===== src/rtl/gac_pkg.sv =====
// Shared definitions for the gac test-traffic generator: config register
// map, control-chain codes, generated-MD field offsets and FSM encoding.
package gac_pkg;

  // Config register addresses (carried in head beat bits [95:64])
  localparam logic [31:0] ADDR_START = 32'h6000_0000;
  localparam logic [31:0] ADDR_CNT   = 32'h6000_0001;
  localparam logic [31:0] ADDR_LEN   = 32'h6000_0002;
  localparam logic [31:0] ADDR_PROTO = 32'h6000_0003;
  localparam logic [31:0] ADDR_GAP   = 32'h6000_0004;

  // Control chain beat type in [133:132] and write opcode in [126:124]
  localparam logic [1:0] CHAIN_HEAD = 2'b01;
  localparam logic [1:0] CHAIN_TAIL = 2'b10;
  localparam logic [2:0] CFG_WR_OP  = 3'b010;

  // Generated MD field positions
  localparam int MD_DISCARD_BIT = 108;
  localparam int MD_LEN_LSB     = 96;
  localparam int MD_NMID_LSB    = 80;
  localparam int MD_PROTO_LSB   = 72;
  localparam int MD_TS_LSB      = 0;

  typedef enum logic [2:0] {
    ST_IDLE = 3'd0,
    ST_ARM  = 3'd1,
    ST_SEND = 3'd2,
    ST_GAP  = 3'd3,
    ST_DONE = 3'd4
  } gac_state_t;

  // Assemble one generated MD word; every bit not named here stays 0.
  function automatic logic [255:0] build_md(input logic [11:0] len,
                                            input logic [7:0]  nmid,
                                            input logic [7:0]  proto,
                                            input logic [31:0] ts);
    logic [255:0] md;
    md                        = '0;
    md[MD_LEN_LSB +: 12]      = len;
    md[MD_NMID_LSB +: 8]      = nmid;
    md[MD_PROTO_LSB +: 8]     = proto;
    md[MD_TS_LSB +: 32]       = ts;
    md[MD_DISCARD_BIT]        = 1'b0;
    return md;
  endfunction

endpackage


===== src/rtl/gac_pkt_gen_if.sv =====
// MD/PHV output bus from the generator toward gme.
// Handshake: out_gac_md_wr / out_gac_phv_wr are single-cycle valid strobes,
// always asserted together, with no ready; the consumer must accept every
// strobed pair. in_gac_md_alf / in_gac_phv_alf are the only backpressure: the
// generator samples their OR in the cycle before it would emit and holds off
// while either is high, so a pair already strobed is never withdrawn.
interface gac_pkt_gen_if;
  logic [255:0]  out_gac_md;
  logic          out_gac_md_wr;
  logic          in_gac_md_alf;
  logic [1023:0] out_gac_phv;
  logic          out_gac_phv_wr;
  logic          in_gac_phv_alf;

  modport master (
    output out_gac_md, out_gac_md_wr, out_gac_phv, out_gac_phv_wr,
    input  in_gac_md_alf, in_gac_phv_alf
  );

  modport slave (
    input  out_gac_md, out_gac_md_wr, out_gac_phv, out_gac_phv_wr,
    output in_gac_md_alf, in_gac_phv_alf
  );
endinterface


===== src/rtl/gac_cfg_regs.sv =====
// Control-chain front end: decodes config writes addressed to this module,
// drops those head/tail beats, forwards everything else one cycle later and
// holds the generator's config register file.
module gac_cfg_regs
  import gac_pkg::*;
#(
  parameter logic [7:0] GAC_MID = 8'd6
) (
  input  logic         clk,
  input  logic         rst,
  input  logic [133:0] cin_data_i,
  input  logic         cin_wr_i,
  output logic [133:0] cout_data_o,
  output logic         cout_wr_o,
  output logic [31:0]  cnt_o,
  output logic [11:0]  len_o,
  output logic [7:0]   proto_o,
  output logic [15:0]  gap_o,
  output logic         start_set_o,
  output logic         start_clr_o
);

  logic         start_q, start_d;
  logic [31:0]  cnt_q, cnt_d;
  logic [11:0]  len_q, len_d;
  logic [7:0]   proto_q, proto_d;
  logic [15:0]  gap_q, gap_d;
  logic         drop_tail_q, drop_tail_d;
  logic [133:0] cout_data_q, cout_data_d;
  logic         cout_wr_q, cout_wr_d;
  logic         is_cfg_wr;
  logic [31:0]  cfg_addr;
  logic [31:0]  cfg_wdata;

  // Decode, register-file update, drop of consumed beats, forward path
  always_comb begin
    cfg_addr    = cin_data_i[95:64];
    cfg_wdata   = cin_data_i[31:0];
    is_cfg_wr   = cin_wr_i && (cin_data_i[133:132] == CHAIN_HEAD) &&
                  (cin_data_i[126:124] == CFG_WR_OP) && (cin_data_i[103:96] == GAC_MID);
    start_d     = start_q;
    cnt_d       = cnt_q;
    len_d       = len_q;
    proto_d     = proto_q;
    gap_d       = gap_q;
    drop_tail_d = drop_tail_q;
    if (is_cfg_wr) begin
      drop_tail_d = 1'b1;
      case (cfg_addr)
        ADDR_START: start_d = cfg_wdata[0];
        ADDR_CNT:   cnt_d   = cfg_wdata;
        ADDR_LEN:   len_d   = cfg_wdata[11:0];
        ADDR_PROTO: proto_d = cfg_wdata[7:0];
        ADDR_GAP:   gap_d   = cfg_wdata[15:0];
        default:    ;
      endcase
    end else if (cin_wr_i && drop_tail_q && (cin_data_i[133:132] == CHAIN_TAIL)) begin
      drop_tail_d = 1'b0;
    end
    // Consumed head and every beat up to its tail never reach cout
    cout_wr_d   = cin_wr_i && !is_cfg_wr && !drop_tail_q;
    cout_data_d = cin_data_i;
    // Start events only on a real 0->1 change; any 0 write is a stop
    start_set_o = is_cfg_wr && (cfg_addr == ADDR_START) && cfg_wdata[0] && !start_q;
    start_clr_o = is_cfg_wr && (cfg_addr == ADDR_START) && !cfg_wdata[0];
  end

  // Register file and forward-path registers
  always_ff @(posedge clk) begin
    if (rst) begin
      start_q     <= 1'b0;
      cnt_q       <= '0;
      len_q       <= '0;
      proto_q     <= '0;
      gap_q       <= '0;
      drop_tail_q <= 1'b0;
      cout_data_q <= '0;
      cout_wr_q   <= 1'b0;
    end else begin
      start_q     <= start_d;
      cnt_q       <= cnt_d;
      len_q       <= len_d;
      proto_q     <= proto_d;
      gap_q       <= gap_d;
      drop_tail_q <= drop_tail_d;
      cout_data_q <= cout_data_d;
      cout_wr_q   <= cout_wr_d;
    end
  end

  assign cout_data_o = cout_data_q;
  assign cout_wr_o   = cout_wr_q;
  assign cnt_o       = cnt_q;
  assign len_o       = len_q;
  assign proto_o     = proto_q;
  assign gap_o       = gap_q;

endmodule


===== src/rtl/gac_pkt_gen.sv =====
// Test-traffic generator: emits a configured burst of MD/PHV pairs toward
// gme and brackets it with sent_start/sent_end levels for scm statistics.
module gac_pkt_gen
  import gac_pkg::*;
#(
  parameter             PLATFORM = "Xilinx",
  parameter logic [7:0] GAC_MID  = 8'd6,
  parameter logic [7:0] NMID     = 8'd7
) (
  input  logic          clk,
  input  logic          rst,
  gac_pkt_gen_if.master gme,
  output logic          gac2scm_sent_start,
  output logic          gac2scm_sent_end,
  input  logic [133:0]  cin_gac_data,
  input  logic          cin_gac_data_wr,
  output logic          cout_gac_ready,
  output logic [133:0]  cout_gac_data,
  output logic          cout_gac_data_wr,
  input  logic          cin_gac_ready,
  output gac_state_t    dbg_state_o
);

  // Vendor tag only; no vendor-specific logic exists
  if (PLATFORM != "Xilinx") begin : g_generic_platform
  end

  logic [31:0] cfg_cnt;
  logic [11:0] cfg_len;
  logic [7:0]  cfg_proto;
  logic [15:0] cfg_gap;
  logic        start_set, start_clr, alf;

  gac_state_t   state_q, state_d;
  logic [31:0]  seq_q, seq_d, sh_cnt_q, sh_cnt_d, ts_q, phv_seq_q, phv_seq_d;
  logic [11:0]  sh_len_q, sh_len_d;
  logic [7:0]   sh_proto_q, sh_proto_d;
  logic [15:0]  sh_gap_q, sh_gap_d, gap_cnt_q, gap_cnt_d;
  logic [255:0] md_q, md_d;
  logic         wr_q, wr_d, ss_q, ss_d, se_q, se_d;

  gac_cfg_regs #(.GAC_MID(GAC_MID)) u_cfg (
    .clk         (clk),
    .rst         (rst),
    .cin_data_i  (cin_gac_data),
    .cin_wr_i    (cin_gac_data_wr),
    .cout_data_o (cout_gac_data),
    .cout_wr_o   (cout_gac_data_wr),
    .cnt_o       (cfg_cnt),
    .len_o       (cfg_len),
    .proto_o     (cfg_proto),
    .gap_o       (cfg_gap),
    .start_set_o (start_set),
    .start_clr_o (start_clr)
  );

  assign cout_gac_ready = cin_gac_ready;
  assign alf            = gme.in_gac_md_alf | gme.in_gac_phv_alf;

  // Free-running timestamp stamped into each emitted MD
  always_ff @(posedge clk) begin
    if (rst) ts_q <= '0;
    else     ts_q <= ts_q + 32'd1;
  end

  // Burst FSM next-state, emit decision and bracket levels
  always_comb begin
    state_d    = state_q;
    seq_d      = seq_q;
    gap_cnt_d  = gap_cnt_q;
    sh_cnt_d   = sh_cnt_q;
    sh_len_d   = sh_len_q;
    sh_proto_d = sh_proto_q;
    sh_gap_d   = sh_gap_q;
    md_d       = md_q;
    phv_seq_d  = phv_seq_q;
    wr_d       = 1'b0;
    ss_d       = ss_q;
    se_d       = se_q;
    case (state_q)
      ST_IDLE: begin
        if (start_set) begin
          sh_cnt_d   = cfg_cnt;
          sh_len_d   = cfg_len;
          sh_proto_d = cfg_proto;
          sh_gap_d   = cfg_gap;
          seq_d      = '0;
          state_d    = ST_ARM;
        end
      end
      ST_ARM: begin
        if (start_clr) begin
          state_d = ST_IDLE;
        end else begin
          ss_d    = 1'b1;
          state_d = (sh_cnt_q == 32'd0) ? ST_DONE : ST_SEND;
        end
      end
      ST_SEND: begin
        if (start_clr) begin
          ss_d    = 1'b0;
          state_d = ST_IDLE;
        end else if (!alf) begin
          wr_d      = 1'b1;
          md_d      = build_md(sh_len_q, NMID, sh_proto_q, ts_q);
          phv_seq_d = seq_q;
          seq_d     = seq_q + 32'd1;
          if (seq_q + 32'd1 == sh_cnt_q) begin
            state_d = ST_DONE;
          end else if (sh_gap_q != 16'd0) begin
            gap_cnt_d = '0;
            state_d   = ST_GAP;
          end
        end
      end
      ST_GAP: begin
        if (start_clr) begin
          ss_d    = 1'b0;
          state_d = ST_IDLE;
        end else if (gap_cnt_q == sh_gap_q - 16'd1) begin
          state_d = ST_SEND;
        end else begin
          gap_cnt_d = gap_cnt_q + 16'd1;
        end
      end
      ST_DONE: begin
        se_d = 1'b1;
        if (start_clr) begin
          ss_d    = 1'b0;
          se_d    = 1'b0;
          state_d = ST_IDLE;
        end
      end
      default: state_d = ST_IDLE;
    endcase
  end

  // FSM state and output registers
  always_ff @(posedge clk) begin
    if (rst) begin
      state_q    <= ST_IDLE;
      seq_q      <= '0;
      gap_cnt_q  <= '0;
      sh_cnt_q   <= '0;
      sh_len_q   <= '0;
      sh_proto_q <= '0;
      sh_gap_q   <= '0;
      md_q       <= '0;
      phv_seq_q  <= '0;
      wr_q       <= 1'b0;
      ss_q       <= 1'b0;
      se_q       <= 1'b0;
    end else begin
      state_q    <= state_d;
      seq_q      <= seq_d;
      gap_cnt_q  <= gap_cnt_d;
      sh_cnt_q   <= sh_cnt_d;
      sh_len_q   <= sh_len_d;
      sh_proto_q <= sh_proto_d;
      sh_gap_q   <= sh_gap_d;
      md_q       <= md_d;
      phv_seq_q  <= phv_seq_d;
      wr_q       <= wr_d;
      ss_q       <= ss_d;
      se_q       <= se_d;
    end
  end

  assign gme.out_gac_md      = md_q;
  assign gme.out_gac_md_wr   = wr_q;
  assign gme.out_gac_phv     = {992'd0, phv_seq_q};
  assign gme.out_gac_phv_wr  = wr_q;
  assign gac2scm_sent_start  = ss_q;
  assign gac2scm_sent_end    = se_q;
  assign dbg_state_o         = state_q;

endmodule


===== src/flat_wrapper.sv =====
// flat-port wrapper written by rule: the top's interface ports become plain ports
module gac_pkt_gen_flat import gac_pkg::*;
#(
  parameter             PLATFORM = "      ",
  parameter logic [7:0] GAC_MID  = 8'd6,
  parameter logic [7:0] NMID     = 8'd7
)
  (clk, rst, gac2scm_sent_start, gac2scm_sent_end, cin_gac_data, cin_gac_data_wr, cout_gac_ready, cout_gac_data, cout_gac_data_wr, cin_gac_ready, dbg_state_o, gme_out_gac_md, gme_out_gac_md_wr, gme_out_gac_phv, gme_out_gac_phv_wr, gme_in_gac_md_alf, gme_in_gac_phv_alf);
  gac_pkt_gen_if gme_i ();
  input  logic clk;
  input  logic rst;
  output logic gac2scm_sent_start;
  output logic gac2scm_sent_end;
  input  logic [133:0] cin_gac_data;
  input  logic cin_gac_data_wr;
  output logic cout_gac_ready;
  output logic [133:0] cout_gac_data;
  output logic cout_gac_data_wr;
  input  logic cin_gac_ready;
  output gac_state_t dbg_state_o;
  output wire logic [$bits(gme_i.out_gac_md)-1:0] gme_out_gac_md;
  output wire logic [$bits(gme_i.out_gac_md_wr)-1:0] gme_out_gac_md_wr;
  output wire logic [$bits(gme_i.out_gac_phv)-1:0] gme_out_gac_phv;
  output wire logic [$bits(gme_i.out_gac_phv_wr)-1:0] gme_out_gac_phv_wr;
  input wire logic [$bits(gme_i.in_gac_md_alf)-1:0] gme_in_gac_md_alf;
  input wire logic [$bits(gme_i.in_gac_phv_alf)-1:0] gme_in_gac_phv_alf;
  assign gme_out_gac_md = gme_i.out_gac_md;
  assign gme_out_gac_md_wr = gme_i.out_gac_md_wr;
  assign gme_out_gac_phv = gme_i.out_gac_phv;
  assign gme_out_gac_phv_wr = gme_i.out_gac_phv_wr;
  assign gme_i.in_gac_md_alf = gme_in_gac_md_alf;
  assign gme_i.in_gac_phv_alf = gme_in_gac_phv_alf;
  gac_pkt_gen #(.PLATFORM(PLATFORM), .GAC_MID(GAC_MID), .NMID(NMID)) u_core (.clk(clk), .rst(rst), .gme(gme_i), .gac2scm_sent_start(gac2scm_sent_start), .gac2scm_sent_end(gac2scm_sent_end), .cin_gac_data(cin_gac_data), .cin_gac_data_wr(cin_gac_data_wr), .cout_gac_ready(cout_gac_ready), .cout_gac_data(cout_gac_data), .cout_gac_data_wr(cout_gac_data_wr), .cin_gac_ready(cin_gac_ready), .dbg_state_o(dbg_state_o));
endmodule

===== config.mk =====
export PLATFORM = sky130hd
export DESIGN_NAME = gac_pkt_gen_flat
export DESIGN_NICKNAME = d
export VERILOG_FILES = /design/src/rtl/gac_pkg.sv /design/src/rtl/gac_pkt_gen_if.sv /design/src/rtl/gac_cfg_regs.sv /design/src/rtl/gac_pkt_gen.sv /design/src/flat_wrapper.sv
export SDC_FILE = /design/constraint.sdc
export NUM_CORES = 1
export LEC_CHECK = 0
export BUFFER_PORTS_ARGS = -buffer_cell sky130_fd_sc_hd__buf_2
export CAP_MARGIN = 15
export CORE_AREA = 3 3 607 609
export CTS_CLUSTER_DIAMETER = 50
export DETAILED_ROUTE_END_ITERATION = 12
export DIE_AREA = 0 0 610 612
export PLACE_DENSITY = 0.3
export SETUP_SLACK_MARGIN = 0.3
export SYNTH_ARGS = -nofsm -noshare
export SYNTH_HDL_FRONTEND = slang
export SYNTH_SLANG_ARGS = --single-unit

===== constraint.sdc =====
create_clock -name clk -period 6.3 [get_ports clk]
set_input_delay 0.63 -clock clk [delete_from_list [all_inputs] [get_ports clk]]
set_output_delay 0.63 -clock clk [all_outputs]
set_load 0.005 [all_outputs]

---- Word-level counts from Yosys, hierarchy flattened ----
Cells that the tools add are included.
storage, ports and cells
  register bits after elaboration ......... 446
  input bits .............................. 140
  output and inout bits ................... 1423
  word-level logic and storage cells ...... 121
operators by class
  $add $sub $neg .......................... 4
  eq/ne operators ......................... 28
  multiplexer cells ....................... 29
  bitwise operators ....................... 4
  reductions and logical operators ........ 35
operator list
  kind                                                                      number
  32-bit by 31-bit equality test with 1-bit output (second input constant)  5
  16-bit 2-to-1 mux                                                         6
  32-bit 2-to-1 mux                                                         3
  32-bit by 1-bit adder with 32-bit output (second input constant)          2
  32-bit case mux with 2 select lines                                       1
  32-bit equality test                                                      1
  32-bit zero test                                                          1
  16-bit case mux with 2 select lines                                       1
  3-bit 2-to-1 mux                                                          10
  16-bit by 1-bit adder with 16-bit output (second input constant)          1
  16-bit equality test                                                      1
  16-bit nonzero test                                                       1
  16-bit by 1-bit subtractor with 16-bit output (second input constant)     1
  3-bit case mux with 5 select lines                                        1
  2-bit inequality test (second input constant)                             6
  2-bit AND reduction                                                       6
  1-bit logical AND                                                         11
  3-bit by 2-bit equality test with 1-bit output (second input constant)    3
  8-bit by 3-bit equality test with 1-bit output (second input constant)    1
  2-bit by 1-bit inequality test with 1-bit output (second input constant)  4
  2-bit nonzero test                                                        4
  7-bit AND reduction                                                       1
  1-bit 2-to-1 mux                                                          6
  3-bit AND reduction                                                       2
  other kinds (15)                                                          21

---- Logic depth before layout (Yosys ltp) ----
Gate-level depths: netlist of the first run.
  depth after elaboration ................. 9
  depth in mapped cells ................... 13
  depth with buffers taken out ............ 11

---- Cells and area by module ----
From an unflattened synthesis of the first run, not the netlist that was laid out.
second synthesis, totals
  cell total of the unflattened synthesis .. 3227
  area, all modules ....................... 26761.9 µm²
by module, submodules not included
  module        instances  cells each  area each (µm²)
  gac_pkt_gen   1          2672        20160.6
  gac_cfg_regs  1          555         6601.3

---- Worst setup path before layout of the first run ----
No wires, ideal clock.
  kind .................................... register to register
  start ................................... reg u_core.seq_q[0]
  end ..................................... reg u_core.gap_cnt_q[15]
  arrival ................................. 3.110 ns
  required time ........................... 6.212 ns
  slack ................................... 3.102 ns
  stages on the path, launching flop included .. 14
  path buffers ............................ 3
  clock period less this slack ............ 3.198 ns
  path through ............................ dfxtp_1 > ha_1 > buf_2 > and3_1 > clkbuf_1 > nand3_1 > nor3_1 > xnor2_1 > o211ai_1 > or4_1 > or2_1 > buf_6 > a31o_2 > a311oi_2
between the ends
  cells in the longest elaborated chain, start to end .. 4
RTL lines
  what                                      line                text
  from (decl)                               gac_pkt_gen.sv:35   logic [31:0] seq_q, seq_d, sh_cnt_q, sh_cnt_d, ts_q, phv_seq_q, phv_seq_d;
  from (signal assigned)                    gac_pkt_gen.sv:155  seq_q <= seq_d;
  32-bit by 1-bit adder with 32-bit output  gac_pkt_gen.sv:108  if (seq_q + 32'd1 == sh_cnt_q) begin
  32-bit equality test                      gac_pkt_gen.sv:108
  2-bit inequality test (no source line)    -
  7-bit AND reduction (no source line)      -
  to (signal assigned)                      gac_pkt_gen.sv:156  gap_cnt_q <= gap_cnt_d;
  to (decl)                                 gac_pkt_gen.sv:38   logic [15:0] sh_gap_q, sh_gap_d, gap_cnt_q, gap_cnt_d;
Every way passes these cells.
A chain may end at the register's enable or synchronous reset.

---- Worst setup path after layout of the first run ----
  start ................................... in cin_gac_data[76]
  end ..................................... reg u_core.sh_len_q[1]
between the ends
  cells in the longest elaborated chain, start to end .. 5
RTL lines
  what                                              line                text
  from (decl)                                       flat_wrapper.sv:14  input logic [133:0] cin_gac_data;
  32-bit by 31-bit equality test with 1-bit output  gac_cfg_regs.sv:64  start_set_o = is_cfg_wr && (cfg_addr == ADDR_START) && cfg_wdata[0] && !start_q;
  1-bit logical AND (3 in series)                   gac_cfg_regs.sv:64
  2-bit AND reduction (no source line)              -
  to (signal assigned)                              gac_pkt_gen.sv:158  sh_len_q <= sh_len_d;
  to (decl)                                         gac_pkt_gen.sv:36   logic [11:0] sh_len_q, sh_len_d;
Every way passes these cells.

==> results of run 1 <==
[layout make-up]
type                       instances  area, um2
antenna                            3       7.51
clock buffer                     126       2800
clock inverter                    57        673
fill                           42500     329000
inverter                          19       71.3
multi-input combinational       2563      12300
sequential                       444       8890
tap                             4794       6000
timing repair buffer             474       2910
[through the flow]
step / area [um2] / setup WS, ns / std cells / hold WS (ns)
4_1_cts: 33700 / 1.38 / 8477 / 0.00477
5_1_grt: 33700 / 1.30 / 8478 / 0.0318
2_1_floorplan: 30700 / 3.10 / 4346 / 0.424
3_5_place_dp: 29300 / 1.08 / 8204 / 0.443
3_3_place_gp: 29300 / 1.05 / 8204 / 0.439
6_report: 33700 / 1.42 / 8480 / 0.0982
[state kept, by name, indices dropped and copies added, names as in the netlist, 32 cells and up]
register,count
u_core.gme.out_gac_md,53
u_core.phv_seq_q,32
u_core.seq_q,32
u_core.sh_cnt_q,32
u_core.ts_q,32
u_core.u_cfg.cnt_o,32
u_core.u_cfg.cout_data_o,134
[path summary, 6_finish.rpt]
path | slack [ns] | to | from
max | 1.42 | u_core.sh_len_q[1] | cin_gac_data[76]
max reg2reg | 2.08 | u_core.gap_cnt_q[15] | u_core.seq_q[3]
min reg2reg | 0.38 | u_core.sh_cnt_q[5] | u_core.u_cfg.cnt_o[5]
min | 0.1 | u_core.u_cfg.cnt_o[24] | cin_gac_data[24]
[Yosys cell counts (all sizes together) (9+ instances only)]
cell type  instances
nor3              22
o21ai             61
a21oi            202
nor2             186
xnor2             56
buf             1235
o221a              9
and3              25
nor4              30
or3               24
nand4             30
mux2i             85
nand3b            15
nand3             41
xor2              32
and2               9
nor2b            139
nand2            313
dfxtp            444
inv               18
clkbuf            85
[power by group through the flow]
stage	clock [mW]	combinational [mW]	sequential (mW)
6_report	5.46	0.489	2.88
5_1_grt	5.83	0.562	2.88
4_1_cts	5.75	0.483	2.88
3_5_place_dp	0	0.434	2.93
3_3_place_gp	0	0.433	2.93
2_1_floorplan	0	0.764	2.94
[worst max-delay path, cell delays in order]
cell,delay (ns)
sky130_fd_sc_hd__dlygate4sd3_1,0.54
sky130_fd_sc_hd__buf_2,0.13
sky130_fd_sc_hd__nor4_1,0.81
sky130_fd_sc_hd__nand4_1,0.50
sky130_fd_sc_hd__or4b_1,0.76
sky130_fd_sc_hd__nor4b_4,0.38
sky130_fd_sc_hd__buf_4,0.57
sky130_fd_sc_hd__buf_4,0.68
sky130_fd_sc_hd__mux2i_1,0.27
sky130_fd_sc_hd__nor2_1,0.05
[kinds of logic (layout without fill, tap and decap cells)]
| logic type | after synthesis | after routing | share of synthesized area [%] |
|---|---|---|---|
| AO/OA/AOI/OAI | 317 | 317 | 6.92 |
| XOR/XNOR | 88 | 88 | 2.93 |
| adder cells (fa/ha/maj) | 4 | 4 | 0.190 |
| buffers and inverters | 1339 | 676 | 36.4 |
| flip-flops | 444 | 444 | 33.8 |
| multiplexers | 86 | 86 | 3.28 |
| other | 1 | 1196 | 0.0143 |
| AND/OR/NAND/NOR | 875 | 875 | 16.4 |
[per-layer routing]
metal	track usage [%]	vias to the layer above
met5	0	-
met4	1.98	0
met3	1.60	156
met2	9.34	845
met1	5.21	8689
li1	-	8773
==> impl_metrics.toml, run 1 <==
[run_status]
run_status = "complete, no violations"

[yosys]
syn_avg_cell_area_um2 = 8.33
netlist.area_leader.share_pct = 34.3
count_of_mapped_cells_out_of_synthesis = 3154
synth.distinct_cells = 71
synth_top_area_cell = "sky130_fd_sc_hd__buf_4"
synth_edf_count = 0
number_of_storage_elements_in_the_synthesis_netlist = 444
netlist_top_cells_area = "sky130_fd_sc_hd__buf_4 (34%), sky130_fd_sc_hd__dfxtp_1 (34%), sky130_fd_sc_hd__nand2_1 (4.5%)"
synth.yosys.seq_area_share_pct = 33.8
yosys_most_used_dff = "sky130_fd_sc_hd__dfxtp_1"
postSynth.asyncResetShare_pct = 0
synth_warnings = 0
syn_area_um2 = 26300

[placed_design]
port_buffers = 367
detailed_place_hpwl_mm = 78.7
routabilityCongestion = 0.790

[sta]
timing.final.crit_period_ns = 4.88
timing.slew.headroom_pct = 33.0
fmax_mhz = 205
timing.clock.skew_ns = 0.150
total_negative_slack_ns = 0
hold_violations = 0
final.period_utilization_pct = 77.4
grt_setup_unrepaired = "no"
timing_max_transition_violations_final = 0
worst-slew-pin-transition_ns = 1.00
finalSetupViolations = 0

[power]
switching_share_of_power_pct = 25.8
power.density_nw_per_um2 = 262
ir_worst_vdd_mv = 0.234
cell_internal_pwr_mw = 6.55
clkPwrFrac_pct = 61.9
p_switching_mw = 2.28
finalPower_mw = 8.83
leakagePower_nw = 13.5
share_comb_of_total_power_pct = 5.5
sequentialPowerShare_pct = 32.6

[route]
wire_per_inst_um = 12.0
routed.top_layer = "met4"
wl_met3_mm = 8.24
drc_errors = 0
detailedRoute.firstPassIterationCount = 5
wl_mm = 102
routed_via_density = 2.18
drtIter0Drc = 764
m1WireLength_mm = 36.0
met2WireLength_mm = 54.0
via_count = 18500
ant_nets = 0

[final_layout]
final_common_cell = "sky130_fd_sc_hd__conb_1"
drive_above_1_share_pct = 16.2
final_core_utilization_pct = 9.29
syn_to_final_growth_pct = 28.2
most_frequent_cells_in_the_layout = "sky130_fd_sc_hd__conb_1 (1193), sky130_fd_sc_hd__dfxtp_1 (444), sky130_fd_sc_hd__buf_2 (366)"
final_nets = 3747

[global_route]
first_global_vias = 17200
globalRoute.totalOverflow = 0
grt_util_all_layers_pct = 5.03
grt_max_degree = 164
number_of_antenna_violations_at_the_first_check_in_global_routing = 22
grt_pass1_wl_mm = 135

[clock_network]
h-tree-depth = 3
cts_inserted_buffers = 101
clock_insertion_delay_at_the_later_pin_of_the_skew_report_ns = 0.87
cts_buffer_depth = 4
cts.hold.buffers_added = 90
numClockSinks = 444
cts.clk_slew.worst_paths_ns = 0.06
ctsRootBufferMaster = "sky130_fd_sc_hd__clkbuf_16"
postCtsResizedCells = 0
buffers_inserted_during_post_cts_setup_optimization = 0
cts_tree = "done"

[worst_setup_path]
cp_max_fo = 39
reg2regPathDepth = 9
start_kind = "input pin"
timing.setup.critical_path_class = "input pin to register"
end_kind = "register"
critical_path_required_ns = 6.87
timing.critical_path.arrival_ns = 5.44

[min_path]
worstHoldPathType = "input pin to register"
hold_path_depth = 3

[floorplan]
design.core.area_um2 = 363000
die_height_um = 612
dieWidth_um = 610
floorplan.die_area_um2 = 373000
top_level_ports = 1563
floorplan.initialDensity_pct = 7.24
fp-row-count = 221

[run]
max_cap_viol_count = 0
Note: power is estimated with default switching activity, not from simulation.
==> run 2: changes to the inputs <==
--- a/config.mk
+++ b/config.mk
@@ -5,12 +5,13 @@
 export SDC_FILE = /design/constraint.sdc
 export NUM_CORES = 1
 export LEC_CHECK = 0
+export ABC_AREA = 1
 export BUFFER_PORTS_ARGS = -buffer_cell sky130_fd_sc_hd__buf_2
 export CAP_MARGIN = 15
-export CORE_AREA = 3 3 607 609
+export CORE_AREA = 3 3 615 617
 export CTS_CLUSTER_DIAMETER = 50
 export DETAILED_ROUTE_END_ITERATION = 12
-export DIE_AREA = 0 0 610 612
+export DIE_AREA = 0 0 618 620
 export PLACE_DENSITY = 0.3
 export SETUP_SLACK_MARGIN = 0.3
 export SYNTH_ARGS = -nofsm -noshare
==> constraint.sdc (replaced) <==
create_clock -name clk -period 4.5 [get_ports clk]
set_input_delay 0.45 -clock clk [delete_from_list [all_inputs] [get_ports clk]]
set_output_delay 0.45 -clock clk [all_outputs]
set_load 0.005 [all_outputs]
==> impl_metrics.toml, run 2 <==
[run_status]
run_status = "complete, no violations"

[worst_setup_path]
most_frequent_cell_on_the_critical_path = "sky130_fd_sc_hd__nand2_1"
timing.critical_path.arrival_ns = 3.82
path_cells = "inv_2 -> nor2_2 -> nand2_2 -> nor2_2 -> nand3_2 -> nand2_1 -> nand2_1 -> nand2_1 -> nand4_1 -> nand3b_1 -> nor2_1 -> nand3_2 -> buf_4 -> a21oi_1 -> nor2_1"
critical-path-max-stage-delay_ns = 0.47
timing.setup.critical_path_class = "register to register"
critical_path_required_ns = 5.03
start_kind = "register"
end_kind = "register"
cp_max_fo = 11
cpMaxStageDelayCell = "sky130_fd_sc_hd__dfxtp_1"

[floorplan]
die_height_um = 620
floorplan.initialDensity_pct = 7.21
design.core.area_um2 = 372000
top_level_ports = 1563
floorplan.die_area_um2 = 383000
dieWidth_um = 618
fp-row-count = 224

[yosys]
synth.distinct_cells = 42
synth_warnings = 0
yosys_most_used_dff = "sky130_fd_sc_hd__dfxtp_1"
yosys.cell_count.top_type = "sky130_fd_sc_hd__buf_4"
syn_avg_cell_area_um2 = 7.39
synth_edf_count = 0
syn_area_um2 = 26900
postSynth.asyncResetShare_pct = 0
synth_top_area_cell = "sky130_fd_sc_hd__buf_4"
netlist_top_cells_area = "sky130_fd_sc_hd__buf_4 (34%), sky130_fd_sc_hd__dfxtp_1 (33%), sky130_fd_sc_hd__nor2_1 (7.0%)"
ys_top_cells_by_count = "sky130_fd_sc_hd__buf_4 (1199), sky130_fd_sc_hd__nor2_1 (501), sky130_fd_sc_hd__dfxtp_1 (444), sky130_fd_sc_hd__nand2_1 (335), sky130_fd_sc_hd__inv_1 (296)"
netlist.area_leader.share_pct = 33.5
number_of_storage_elements_in_the_synthesis_netlist = 444
count_of_mapped_cells_out_of_synthesis = 3634
synth.yosys.seq_area_share_pct = 33.1

[sta]
worst-slew-pin-transition_ns = 0.793
total_negative_slack_ns = 0
hold_violations = 0
final.period_utilization_pct = 73.1
timing.slew.headroom_pct = 46.9
timing_max_transition_violations_final = 0
timing.final.crit_period_ns = 3.29
finalSetupViolations = 0
setup_slack_ns = 1.21
timing.clock.skew_ns = 0.0463
grt_setup_unrepaired = "no"
fmax_mhz = 304

[global_route]
first_global_vias = 18500
number_of_antenna_violations_at_the_first_check_in_global_routing = 8
grt_max_degree = 109
globalRoute.totalOverflow = 0
grt_util_all_layers_pct = 4.67
grt_pass1_wl_mm = 132

[final_layout]
final_common_cell = "sky130_fd_sc_hd__conb_1"
final_core_utilization_pct = 9.07
final_nets = 4220
drive_above_1_share_pct = 13.4
largest_register_ffs = 134
syn_to_final_growth_pct = 25.7
final_cell_area_um2 = 33800
most_frequent_cells_in_the_layout = "sky130_fd_sc_hd__conb_1 (1193), sky130_fd_sc_hd__nor2_1 (501), sky130_fd_sc_hd__dfxtp_1 (444)"

[power]
ir_worst_vdd_mv = 0.315
power.density_nw_per_um2 = 314
leakagePower_nw = 14.8

[placed_design]
routabilityCongestion = 0.751
pre_cts_setup_slack_ns = 0.873
detailed_place_hpwl_mm = 78.3
placement.cell_area_um2 = 30400
port_buffers = 367

[clock_network]
buffers_inserted_during_post_cts_setup_optimization = 0
cts_tree = "done"
cts_buffer_depth = 3
ctsRootBufferMaster = "sky130_fd_sc_hd__clkbuf_16"
cts.clk_slew.worst_paths_ns = 0.06
clock_insertion_delay_at_the_later_pin_of_the_skew_report_ns = 0.69
cts_inserted_buffers = 73
numClockSinks = 444
h-tree-depth = 3
postCtsResizedCells = 0

[route]
via_count = 20000
routed_via_density = 2.20
drtIter0Drc = 730
detailedRoute.firstPassIterationCount = 5
drc_errors = 0
ant_nets = 0
wire_per_inst_um = 10.7
wl_mm = 97.5

[min_path]
worstHoldPathType = "input pin to register"

[run]
max_cap_viol_count = 0
run 2: cell count changes in the layout (fill, tap and decap cells not counted), sizes merged, moves of 49 or more:
cell / change
nor2: +323
nor2b: -139
mux2i: -85
nand3: +103
o21ai: +133
xnor2: -49
a211oi: +85
inv: +291
run 2: cells by family after synthesis:
logic type               share of synthesized area [%]
AO/OA/AOI/OAI                                     9.54
XOR/XNOR                                         0.880
adder cells (fa/ha/maj)                          0.186
buffers and inverters                             39.2
flip-flops                                        33.1
other                                           0.0140
AND/OR/NAND/NOR                                   17.0
run 2: final cells by class:
type                       instances  area, um2
clock inverter                    41        567
sequential                       444       8890
multi-input combinational       2775      12000
antenna                            2       5.00
inverter                         300       1130
clock buffer                      90       1990
timing repair buffer             482       3010
tap                             4972       6220
fill                           43800     339000
run 2: path summary, 6_finish.rpt:
kind | cells after the start | end | slack, ns | from
worst max-delay path | 15 | u_core.gap_cnt_q[0] | 1.21 | u_core.seq_q[0]
worst max register to register | 15 | u_core.gap_cnt_q[0] | 1.21 | u_core.seq_q[0]
worst min-delay path | 3 | u_core.u_cfg.cout_data_o[113] | 0.05 | cin_gac_data[113]
worst min register to register | 2 | u_core.gac2scm_sent_end | 0.47 | u_core.gac2scm_sent_end
run 2: critical path: cells and delay by family, from the launching register on:
family                 cells  cell delay, ns
AO/OA/AOI/OAI              1            0.13
buffers and inverters      2            0.37
flip-flops                 1            0.47
AND/OR/NAND/NOR           12            2.17
run 2: where the power goes:
part	leakage, nW	switching [mW]	internal [mW]	total, mW
Sequential	3.61	0.0201	4.00	4.02
Clock	1.23	2.39	3.49	5.88
Combinational	9.93	0.518	0.180	0.697
Total	14.8	2.93	7.67	10.6
run 2: through the flow:
stage | hold WS (ns) | cells | power, mW
detailed placement | 0.460 | 8889 | 4.72
CTS | 0.000859 | 9104 | 10.9
global placement | 0.462 | 8889 | 4.73
finish | 0.0494 | 9106 | 10.6
global route | 0.0232 | 9105 | 11.1
floorplan | 0.423 | 4826 | 5.21
run 2: routing by layer:
layer	vias to the layer above	track usage, %	part of all wire, %
li1	10000	-	-
met5	-	0	0.022
met4	4	1.46	2.4
met1	9083	4.97	37
met2	814	8.97	54
met3	101	1.11	6.1
run 2: repair_timing:
| action | 4_1_cts | 5_1_grt |
|---|---|---|
| setup endpoints to repair | 0 | 0 |
| endpoints found under the hold margin | 89 | 0 |
| hold buffers | 84 | 0 |
